[src/rtl/jtag_scan_pkg.sv]
// rtl/jtag_scan_pkg.sv - op/state encodings and fixed TMS sequences for the JTAG scan sequencer
// JTAG_SCAN_TRST_EN adds the TRST state used by the TAP reset op.
package jtag_scan_pkg;

   typedef enum logic [1:0] {
      OP_IR    = 2'b00,
      OP_DR    = 2'b01,
      OP_RESET = 2'b10,
      OP_IDLE  = 2'b11
   } op_e;

   typedef enum logic [2:0] {
      ST_IDLE  = 3'd0,
      ST_PRE   = 3'd1,
      ST_SHIFT = 3'd2,
      ST_POST  = 3'd3,
      ST_RESP  = 3'd4
`ifdef JTAG_SCAN_TRST_EN
      , ST_TRST = 3'd5
`endif
   } state_e;

   // Bit i of each sequence is the TMS value of TCK i, starting from Run-Test/Idle.
   localparam logic [7:0] IR_PRE_TMS = 8'b0000_0011;
   localparam logic [2:0] IR_PRE_LEN = 3'd4;
   localparam logic [7:0] DR_PRE_TMS = 8'b0000_0001;
   localparam logic [2:0] DR_PRE_LEN = 3'd3;
   localparam logic [7:0] RST_TMS    = 8'b0001_1111;
   localparam logic [2:0] RST_LEN    = 3'd6;
   localparam logic [1:0] POST_TMS   = 2'b01;
   localparam logic [2:0] TRST_LEN   = 3'd4;

   function automatic logic [2:0] pre_len(op_e op);
      case (op)
         OP_IR:   return IR_PRE_LEN;
         OP_DR:   return DR_PRE_LEN;
         default: return RST_LEN;
      endcase
   endfunction

   function automatic logic pre_tms(op_e op, logic [2:0] idx);
      logic [7:0] seq;
      case (op)
         OP_IR:   seq = IR_PRE_TMS;
         OP_DR:   seq = DR_PRE_TMS;
         default: seq = RST_TMS;
      endcase
      return seq[idx];
   endfunction

endpackage

[src/rtl/jtag_scan_tckgen.sv]
// rtl/jtag_scan_tckgen.sv - TCK divider producing alternating fall/rise strobes
// The first strobe after enable is always a fall; tck is low while disabled.
module jtag_scan_tckgen #(
   parameter int CLK_DIV = 4
) (
   input  logic ref_clk,
   input  logic rst_a,
   input  logic enable,
   output logic tck,
   output logic rise,
   output logic fall
);

   logic [7:0] cnt_q;
   logic       phase_q;
   logic       tck_q;
   logic       at_end;

   assign at_end = enable && (cnt_q == 8'(CLK_DIV - 1));
   assign rise   = at_end && phase_q;
   assign fall   = at_end && !phase_q;
   assign tck    = tck_q;

   always_ff @(posedge ref_clk or posedge rst_a) begin
      if (rst_a) begin
         cnt_q   <= '0;
         phase_q <= 1'b0;
         tck_q   <= 1'b0;
      end else if (!enable) begin
         cnt_q   <= '0;
         phase_q <= 1'b0;
         tck_q   <= 1'b0;
      end else if (at_end) begin
         cnt_q   <= '0;
         phase_q <= !phase_q;
         tck_q   <= phase_q;
      end else begin
         cnt_q   <= cnt_q + 8'd1;
      end
   end

endmodule

[src/rtl/jtag_scan_sequencer.sv]
// rtl/jtag_scan_sequencer.sv - command-driven JTAG IR/DR scan, TAP reset and idle sequencer
// JTAG_SCAN_TRST_EN adds a 4-TCK jtag_trstn pulse ahead of the TAP reset op.
module jtag_scan_sequencer
   import jtag_scan_pkg::*;
#(
   parameter int CLK_DIV = 4,
   parameter int MAX_LEN = 64
) (
   input  logic               ref_clk,
   input  logic               rst_a,
   input  logic               cmd_valid,
   output logic               cmd_ready,
   input  logic [1:0]         cmd_op,
   input  logic [6:0]         cmd_len,
   input  logic [MAX_LEN-1:0] cmd_data,
   output logic               rsp_valid,
   input  logic               rsp_ready,
   output logic [MAX_LEN-1:0] rsp_data,
   output logic               jtag_tck,
   output logic               jtag_tms,
   output logic               jtag_tdi,
   output logic               jtag_trstn,
   input  logic               jtag_tdo,
   output logic               busy
);

   localparam int IW = 8;
   localparam logic [IW-1:0] MAX_LEN_W = IW'(MAX_LEN);

   state_e             state_q, state_d;
   op_e                op_q, op_d;
   logic [IW-1:0]      len_q, len_d;
   logic [IW-1:0]      idx_q, idx_d;
   logic [MAX_LEN-1:0] data_q, data_d;
   logic [MAX_LEN-1:0] cap_mask_q, cap_mask_d;
   logic [MAX_LEN-1:0] rsp_q, rsp_d;
   logic               done_q, done_d;
   logic               shift_bit_q, shift_bit_d;
   logic               tms_q, tms_d;
   logic               tdi_q, tdi_d;
   logic               run, rise, fall, is_scan, last_bit;

   assign run      = (state_q != ST_IDLE) && (state_q != ST_RESP);
   assign is_scan  = (op_q == OP_IR) || (op_q == OP_DR);
   assign last_bit = (idx_q == len_q - IW'(1));

   jtag_scan_tckgen #(.CLK_DIV(CLK_DIV)) u_tckgen (
      .ref_clk (ref_clk),
      .rst_a   (rst_a),
      .enable  (run),
      .tck     (jtag_tck),
      .rise    (rise),
      .fall    (fall)
   );

`ifdef JTAG_SCAN_TRST_EN
   logic trstn_q, trstn_d;
   assign jtag_trstn = trstn_q;
`else
   assign jtag_trstn = 1'b1;
`endif

   assign cmd_ready = (state_q == ST_IDLE) && !rst_a;
   assign rsp_valid = (state_q == ST_RESP);
   assign rsp_data  = rsp_q;
   assign busy      = (state_q != ST_IDLE);
   assign jtag_tms  = tms_q;
   assign jtag_tdi  = tdi_q;

   always_comb begin
      state_d     = state_q;
      op_d        = op_q;
      len_d       = len_q;
      idx_d       = idx_q;
      data_d      = data_q;
      cap_mask_d  = cap_mask_q;
      rsp_d       = rsp_q;
      done_d      = done_q;
      shift_bit_d = shift_bit_q;
      tms_d       = tms_q;
      tdi_d       = tdi_q;
`ifdef JTAG_SCAN_TRST_EN
      trstn_d     = trstn_q;
`endif
      case (state_q)
         ST_IDLE: begin
            if (cmd_valid) begin
               op_d        = op_e'(cmd_op);
               len_d       = (cmd_len == 7'd0 || IW'(cmd_len) > MAX_LEN_W) ? MAX_LEN_W : IW'(cmd_len);
               data_d      = cmd_data;
               idx_d       = '0;
               done_d      = 1'b0;
               shift_bit_d = 1'b0;
               cap_mask_d  = {{(MAX_LEN-1){1'b0}}, 1'b1};
               rsp_d       = '0;
               case (op_e'(cmd_op))
                  OP_IDLE:  state_d = ST_SHIFT;
`ifdef JTAG_SCAN_TRST_EN
                  OP_RESET: state_d = ST_TRST;
`endif
                  default:  state_d = ST_PRE;
               endcase
            end
         end
         ST_RESP: begin
            if (rsp_ready) state_d = ST_IDLE;
         end
         default: begin
            // TDO is captured on the rise that follows a fall which drove a shift bit.
            if (rise && shift_bit_q) begin
               rsp_d      = rsp_q | (jtag_tdo ? cap_mask_q : '0);
               cap_mask_d = cap_mask_q << 1;
            end
            if (fall) begin
               shift_bit_d = 1'b0;
               idx_d       = idx_q + IW'(1);
               if (done_q) begin
                  state_d = ST_RESP;
               end else begin
                  case (state_q)
`ifdef JTAG_SCAN_TRST_EN
                     ST_TRST: begin
                        tms_d   = 1'b1;
                        trstn_d = 1'b0;
                        if (idx_q == IW'(TRST_LEN) - IW'(1)) begin
                           idx_d   = '0;
                           state_d = ST_PRE;
                        end
                     end
`endif
                     ST_PRE: begin
                        tms_d = pre_tms(op_q, idx_q[2:0]);
`ifdef JTAG_SCAN_TRST_EN
                        trstn_d = 1'b1;
`endif
                        if (idx_q[2:0] == pre_len(op_q) - 3'd1) begin
                           idx_d = '0;
                           if (op_q == OP_RESET) done_d  = 1'b1;
                           else                  state_d = ST_SHIFT;
                        end
                     end
                     ST_SHIFT: begin
                        tms_d       = is_scan && last_bit;
                        tdi_d       = is_scan && data_q[0];
                        data_d      = data_q >> 1;
                        shift_bit_d = is_scan;
                        if (last_bit) begin
                           idx_d = '0;
                           if (is_scan) state_d = ST_POST;
                           else         done_d  = 1'b1;
                        end
                     end
                     ST_POST: begin
                        tms_d = POST_TMS[idx_q[0]];
                        if (idx_q[0]) done_d = 1'b1;
                     end
                     default: ;
                  endcase
               end
            end
         end
      endcase
   end

   always_ff @(posedge ref_clk or posedge rst_a) begin
      if (rst_a) begin
         state_q     <= ST_IDLE;
         op_q        <= OP_IR;
         len_q       <= '0;
         idx_q       <= '0;
         data_q      <= '0;
         cap_mask_q  <= '0;
         rsp_q       <= '0;
         done_q      <= 1'b0;
         shift_bit_q <= 1'b0;
         tms_q       <= 1'b1;
         tdi_q       <= 1'b0;
`ifdef JTAG_SCAN_TRST_EN
         trstn_q     <= 1'b1;
`endif
      end else begin
         state_q     <= state_d;
         op_q        <= op_d;
         len_q       <= len_d;
         idx_q       <= idx_d;
         data_q      <= data_d;
         cap_mask_q  <= cap_mask_d;
         rsp_q       <= rsp_d;
         done_q      <= done_d;
         shift_bit_q <= shift_bit_d;
         tms_q       <= tms_d;
         tdi_q       <= tdi_d;
`ifdef JTAG_SCAN_TRST_EN
         trstn_q     <= trstn_d;
`endif
      end
   end

endmodule

[config.mk]
export PLATFORM = sky130hd
export DESIGN_NAME = jtag_scan_sequencer
export DESIGN_NICKNAME = d
export VERILOG_FILES = /design/src/rtl/jtag_scan_pkg.sv /design/src/rtl/jtag_scan_tckgen.sv /design/src/rtl/jtag_scan_sequencer.sv
export SDC_FILE = /design/constraint.sdc
export NUM_CORES = 1
export LEC_CHECK = 0
export BUFFER_PORTS_ARGS = -buffer_cell sky130_fd_sc_hd__buf_4
export CAP_MARGIN = 20
export CORE_ASPECT_RATIO = 0.7
export CORE_MARGIN = 2
export CORE_UTILIZATION = 50
export DETAILED_ROUTE_END_ITERATION = 16
export PLACE_DENSITY = 0.71
export SLEW_MARGIN = 20
export SYNTH_ARGS = -nofsm -noshare
export SYNTH_HDL_FRONTEND = slang
export SYNTH_HIERARCHICAL = 1
export SYNTH_SLANG_ARGS = --single-unit
[constraint.sdc]
create_clock -name ref_clk -period 20.8 [get_ports ref_clk]
set_input_delay 2.08 -clock ref_clk [delete_from_list [all_inputs] [get_ports ref_clk]]
set_output_delay 2.08 -clock ref_clk [all_outputs]
set_load 0.03 [all_outputs]
# Word level (Yosys, flattened, before mapping)

Cells that the tools add are included.
Widths: inputs -> output; s select.

$lt $le $gt $ge: 3
Muxes and demuxes: 66
$add $sub $neg: 4
Reduce and logical (&&, ||, !) cells: 30
Eq/ne operators: 19
Bitwise operators: 4

Operator list:

| kind                | count |
|---|---|
| $mux 64             | 9 |
| $pmux 64 s2         | 3 |
| $mux 8              | 11 |
| $or 64x64->64       | 1 |
| $mux 3              | 12 |
| $pmux 8 s2          | 2 |
| $ne 5x5->1 const B  | 4 |
| $mux 1              | 18 |
| $pmux 3 s2          | 3 |
| $add 8x1->8 const B | 2 |
| $pmux 5 s2          | 1 |
| $reduce_bool 3->1   | 3 |
| $eq 8x2->1 const B  | 1 |
| $eq 8x8->1          | 1 |
| $logic_and 1x1->1   | 8 |
| $reduce_and 4->1    | 2 |
| $reduce_and 8->1    | 1 |
| $sub 8x1->8 const B | 1 |
| $gt 7x7->1 const B  | 1 |
| $logic_not 7->1     | 1 |
| $mux 7              | 1 |
| $eq 3x2->1 const B  | 2 |
| $pmux 1 s3          | 2 |
| $reduce_and 3->1    | 2 |
| other kinds (24)    | 34 |

Register bits: 227
Input bits: 78
Output and inout bits: 71

# Logic depth before layout (Yosys ltp)

Gate-level depths: netlist (run 1).

Depth after elaboration: 13
Depth in mapped cells: 13
Depth with buffers taken out: 9

# Hierarchy

Netlist (run 1), hierarchy kept.

Modules (own cells, without submodules):

| module              | cells an instance | seq. area each (um2) | area an instance (um2) | instances |
|---|---|---|---|---|
| jtag_scan_sequencer | 967               | 5406.4               | 9362.7                 | 1 |
| jtag_scan_tckgen    | 52                | 250.2                | 501.7                  | 1 |

# Worst setup path before layout (run 1)

OpenSTA, ideal clock, no wires.

Kind: input -> output
Start: input port rst_a
End: output port cmd_ready
Path buffers: 0
Slack: 16.227 ns
Stages: 1
Arrival: 2.493 ns
Data required time: 18.720 ns
Cells stage by stage: nor2_1

Cells in the longest elaborated chain, start to end: 2

Ends and longest elaborated chain:

| element                          | RTL line                  | source |
|---|---|---|
| start: declaration               | jtag_scan_sequencer.sv:10 | `input logic rst_a,` |
| $logic_not 1->1 (no source line) | n/a                       |  |
| $logic_and 1x1->1                | jtag_scan_sequencer.sv:63 | `assign cmd_ready = (state_q == ST_IDLE) && !rst_a;` |
| end: declaration                 | jtag_scan_sequencer.sv:12 | `output logic cmd_ready,` |

Every way passes these cells.

# Final worst setup path (run 1)

Ends and elaborated chain as after synthesis.

==> results of run 1 <==
## metrics by stage
stage | utilization, % | power [W]
after floorplan | - | 0.000851
after global placement | 57.9 | 0.000920
after detailed placement | 57.9 | 0.000929
after CTS | 61.9 | 0.00136
after global routing | 61.9 | 0.00143
final | 61.9 | 0.00135
## worst register-to-register path, stage by stage (launching register included)
cell and delay [ps]:
dfrtp_1 540, nor2_1 130, inv_1 360, inv_1 160, nor4_1 440, and3_2 250, buf_4 530, o21a_2 250
buf_4 570, a21oi_1 190, nor2_1 130
## area by class of cell
cell class / count / area [um^2]
Fill cell: 1663 / 7280
Sequential cell: 226 / 5660
Multi-Input combinational cell: 711 / 3870
Timing Repair Buffer: 154 / 1160
Clock buffer: 25 / 562
Tap cell: 264 / 330
Clock inverter: 13 / 206
Inverter: 14 / 60.1
## report_power, final
group / internal (W) / total [W] / switching (W)
Sequential: 0.000511 / 0.000560 / 0.0000489
Combinational: 0.000143 / 0.000362 / 0.000220
Clock: 0.000257 / 0.000427 / 0.000170
## sequential cells by signal, summed over array words and instances (netlist names)
| register | cells |
|---|---|
| state_q | 3 |
| data_q | 64 |
| len_q | 7 |
| u_tckgen/phase_q | 1 |
| shift_bit_q | 1 |
| done_q | 1 |
| jtag_tdi | 1 |
| jtag_tms | 1 |
| u_tckgen/tck | 1 |
| op_q | 2 |
| rsp_data | 64 |
| idx_q | 8 |
| u_tckgen/cnt_q | 8 |
| cap_mask_q | 64 |
## routing by layer
metal  up-vias  GRT usage [%]  routed length (um)
li1       3669              -                   -
met1      3492           31.4               10400
met2       137           30.1                9280
met3        36           3.98                1010
met4         0           5.15                 454
met5         -              0                   0
## cells by family (layout without fill, tap and decap cells)
family,after synthesis,count (layout)
simple gates,375,375
compound gates,248,248
flops,226,226
buf+inv,82,206
mux,67,67
xor+xnor,14,14
fa+ha+maj,6,6
other cells,1,1
## placed cells by master (no fill, tap or decap), drive strengths merged, types with 6 or more instances in the layout
| cell | n |
|---|---|
| dfrtp | 225 |
| xor2 | 6 |
| inv | 14 |
| nand2 | 225 |
| buf | 154 |
| nand3 | 10 |
| mux2i | 67 |
| a21oi | 74 |
| nor2 | 85 |
| nor4 | 8 |
| ha | 6 |
| clkbuf | 25 |
| nand3b | 6 |
| nor3 | 7 |
| o21ai | 146 |
| or3 | 6 |
| clkinv | 6 |
| xnor2 | 8 |
## final timing paths
check	startpoint	to	slack, ps	depth (start not counted)
setup reg to reg	state_q[0]	rsp_data[59]	17180	10
min in group asynchronous	rst_a	u_tckgen/phase_q	1590	2
hold / removal	data_q[19]	data_q[19]	480	2
setup / recovery	rst_a	cmd_ready	16240	3
hold reg to reg	data_q[19]	data_q[19]	480	2
max in group asynchronous	rst_a	rsp_data[18]	17780	3
==> flow_metrics.env, run 1 <==
export IMPL_outcome="complete, no violations"
export IMPL_worstSetupPathType="in2out"
export IMPL_wl_um=21100
export IMPL_die_area_um2=20900
export IMPL_synth_simple_area_share_pct=16.6
export IMPL_dp_hpwl_um=13100
export IMPL_dr_pass1_iters=5
export IMPL_clockRootBuffer="clkbuf_16"
export IMPL_cts_buffers=22
export IMPL_final_hold_viol_count=0
export IMPL_timing_final_crit_share_pct=21.9
export IMPL_htree_levels=1
export IMPL_maxCapViolCount=0
export IMPL_synthXorXnorAreaFrac_pct=1.24
export IMPL_setup_viol=0
export IMPL_clkTransAtPathRegs_ps=60
export IMPL_hold_path_class="reg2reg"
export IMPL_synth_mux_area_share_pct=6.80
export IMPL_crit_path_max_incr_delay_ps=160
export IMPL_grt_pass1_vias=6857
export IMPL_initial_utilization_pct=51.6
export IMPL_fin_skew_ps=7.25
export IMPL_rows=42
export IMPL_clock_sinks=226
export IMPL_portBuffers=147
export IMPL_slew_violations=0
export IMPL_clock_latency_ps=510
export IMPL_grt_max_degree=137
export IMPL_antenna_found_initial=0
export IMPL_cp_max_fo=3
export IMPL_synth_area_um2=9860
export IMPL_worst_pin_slew_ps=1100
export IMPL_grt_ovfl_total=0
export IMPL_drive_above_1_share_pct=18.7
export IMPL_ys_warn_count=6
export IMPL_synth_distinct_cells=58
export IMPL_cts_tree="done"
export IMPL_synthTopCellsByCount="dfrtp_1, nand2_1, o21ai_0"
export IMPL_routed_via_count=7334
export IMPL_syn_num_nets=1103
export IMPL_synth_top_area_cell="dfrtp_1"
export IMPL_synthCells=1019
export IMPL_synth_area_leaders="dfrtp_1, nand2_1, mux2i_1"
export IMPL_fmax_mhz=219
export IMPL_p_leak_nw=5.69
export IMPL_drt_iter0_markers=595
export IMPL_areaGrowthSynthToFinish_pct=20.1
export IMPL_ys_ff_latch=226
export IMPL_drc=0
export IMPL_crit_arrival_ps=2480
export IMPL_gp_congestion=0.789
export IMPL_crit_path_top_delay_cell="buf_4"
export IMPL_worst_slew_margin_rel_pct=27.0
export IMPL_postCtsSetupRepairBufs=0
export IMPL_cts_resized=0
export IMPL_synthArstFlopShare_pct=100
export IMPL_place_inst=1369
export IMPL_peakVddDrop_uv=92.5
export IMPL_dieWidth_um=172
export IMPL_path_cells="buf_4 > nor2_1 > buf_4"
export IMPL_ys_seq_area_share_pct=57.3
export IMPL_crit_top_cell="buf_4"
export IMPL_antenna_left=0
export IMPL_io_pins=149
export IMPL_grt_usage_pct=20.5
export IMPL_nets=1213
export IMPL_cp_required_ps=18720
export IMPL_synth_avg_cell_area_um2=9.68
export IMPL_dpl_cell_area_um2=11100
export IMPL_holdBufCountCts=0
export IMPL_synthAdderAreaFrac_pct=0.761
export IMPL_grt_pass1_wl_um=35100
export IMPL_synth_compound_area_share_pct=13.6
export IMPL_timing_hold_ws_ps=476
export IMPL_core_area_um2=19100
export IMPL_fin_cells=1407
export IMPL_routedWlPerCell_um=15.0
export IMPL_rsz0062_at_grt="false"
export IMPL_synth_edff_count=0
export IMPL_synth_top_area_share_pct=57.1
export IMPL_cp_buffers_inverters=2
export IMPL_die_h_um=122
export IMPL_cp_start_kind="primary input"
export IMPL_synth_top_family_by_area="simple AND/OR/NAND/NOR gates"
export IMPL_design_area_um2=11800
export IMPL_cts_buffer_depth=3
export IMPL_viasPerCell=5.21
export IMPL_layout_setup_ws_ps=16240
export IMPL_synthFlopType="dfrtp_1"
export IMPL_crit_path_end_kind="output port"
export IMPL_n_antenna_cell=0
export IMPL_post_place_ws_ps=16250
export IMPL_period_needed_ps=4560
export IMPL_power_density_nw_per_um2=114
export IMPL_crit_family="buffers and inverters"
export IMPL_fin_setup_tns_ps=0
Power figures use the tool's default switching activity.
==> run 2: changes to the inputs <==
- clock period: 20.8 -> 4.8 ns (I/O delays scaled with it)
==> flow_metrics.env, run 2 (synthesized netlist as in run 1, its figures left out) <==
export IMPL_peakVddDrop_uv=236
export IMPL_worst_slew_margin_rel_pct=41.5
export IMPL_clock_latency_ps=500
export IMPL_fin_skew_ps=9.17
export IMPL_grt_pass1_vias=7069
export IMPL_mostFrequentLayoutCells="nand2_1, dfrtp_1, buf_4, o21ai_0, nor2_1"
export IMPL_fin_setup_tns_ps=0
export IMPL_timing_hold_ws_ps=207
export IMPL_dr_pass1_iters=4
export IMPL_cp_max_fo=127
export IMPL_cts_buffer_depth=3
export IMPL_cp_start_kind="flop"
export IMPL_fillers=1655
export IMPL_rows=42
export IMPL_drive_above_1_share_pct=18.8
export IMPL_clock_sinks=226
export IMPL_die_h_um=122
export IMPL_hold_path_class="in2reg"
export IMPL_gp_congestion=0.827
export IMPL_drc=0
export IMPL_crit_path_end_kind="flop"
export IMPL_grt_max_degree=128
export IMPL_p_leak_nw=5.70
export IMPL_wl_met1_um=10400
export IMPL_maxCapViolCount=0
export IMPL_power_density_nw_per_um2=486
export IMPL_final_hold_viol_count=0
export IMPL_clockRootBuffer="clkbuf_16"
export IMPL_antenna_found_initial=0
export IMPL_die_area_um2=20900
export IMPL_cp_required_ps=5130
export IMPL_clkTransAtPathRegs_ps=60
export IMPL_crit_arrival_ps=3450
export IMPL_initial_utilization_pct=51.6
export IMPL_period_needed_ps=3120
export IMPL_outcome="complete, no violations"
export IMPL_core_area_um2=19100
export IMPL_cts_buffers=22
export IMPL_dp_hpwl_um=13800
export IMPL_io_pins=149
export IMPL_areaGrowthSynthToFinish_pct=20.4
export IMPL_dieWidth_um=172
export IMPL_viasPerCell=5.31
export IMPL_routed_via_count=7491
export IMPL_place_inst=1372
export IMPL_grt_ovfl_total=0
export IMPL_postCtsSetupRepairBufs=0
export IMPL_drt_iter0_markers=672
export IMPL_p_total_w=0.00578
export IMPL_grt_pass1_wl_um=36700
export IMPL_htree_levels=1
export IMPL_nets=1217
export IMPL_cts_tree="done"
export IMPL_antenna_left=0
export IMPL_slew_violations=0
export IMPL_wl_met3_um=1000
export IMPL_dr_wl_met2_um=9630
export IMPL_worst_pin_slew_ps=875
export IMPL_startpoint="state_q[0]"
export IMPL_rsz0062_at_grt="false"
export IMPL_min_from="cmd_op[0]"
export IMPL_n_antenna_cell=0
export IMPL_timing_final_crit_share_pct=65.1
export IMPL_cts_resized=0
export IMPL_utilization_pct=62.1
export IMPL_worstSetupPathType="reg2reg"
export IMPL_portBuffers=147
export IMPL_r2r_start="state_q[0]"
export IMPL_wl_um=21500
export IMPL_grt_usage_pct=21.5
export IMPL_routedWlPerCell_um=15.3
export IMPL_fmax_mhz=320
export IMPL_fin_cells=1412
export IMPL_setup_viol=0
export IMPL_highest_layer="met4"
-- run 2: per-layer routing --
metal  vias to the layer above  GRT usage [%]
met5                         -              0
met1                      3599           33.4
met2                       182           31.8
li1                       3678              -
met4                         0           4.78
met3                        32           3.33
-- run 2: worst max-delay path: stages (launching register included) --
cell     delay, ps
dfrtp_1        530
nor2_1         120
inv_1          340
inv_1          160
nor4_1         530
nand2_1        300
nor2_1         300
nor2_4          40
buf_6          310
nand2_1        170
o21ai_0        120
-- run 2: worst paths after layout --
kind,end,slack [ps],cells past startpoint
min in group asynchronous,data_q[15],490,3
worst max-delay path,data_q[18],1680,10
worst min register to register,data_q[21],480,2
max in group asynchronous,rsp_data[60],3370,4
worst max register to register,data_q[18],1680,10
worst min-delay path,op_q[0],210,3
-- run 2: stage by stage --
| stage | cell area (um^2) | setup WS [ps] |
|---|---|---|
| floorplan | 9870 | 1510 |
| finish | 11900 | 1680 |
| CTS | 11900 | 1540 |
| detailed placement | 11100 | 1590 |
| global route | 11900 | 1280 |
| global placement | 11100 | 1730 |
-- run 2: report_power, final --
part           leakage [nW]  total [W]  internal [W]  switching (W)
Combinational          2.29    0.00158      0.000623       0.000960
Clock                 0.358    0.00176       0.00105       0.000714
Sequential             3.05    0.00243       0.00221       0.000218
Total                  5.70    0.00578       0.00388        0.00189
-- run 2: final cells by class --
type                       instances  area [um^2]  area share (%)
clock inverter                     7         90.1           0.759
sequential                       226         5660            47.6
clock buffer                      32          649            5.47
inverter                          14         56.3           0.474
tap                              264          330            2.78
timing repair buffer             158         1220            10.3
multi-input combinational        711         3870            32.6
-- run 2: timing repair --
action | 4_1_cts | 5_1_grt
hold buffers | 1 | 0
endpoints found under the setup margin | 0 | 0
endpoints found under the hold margin | 17 | 0
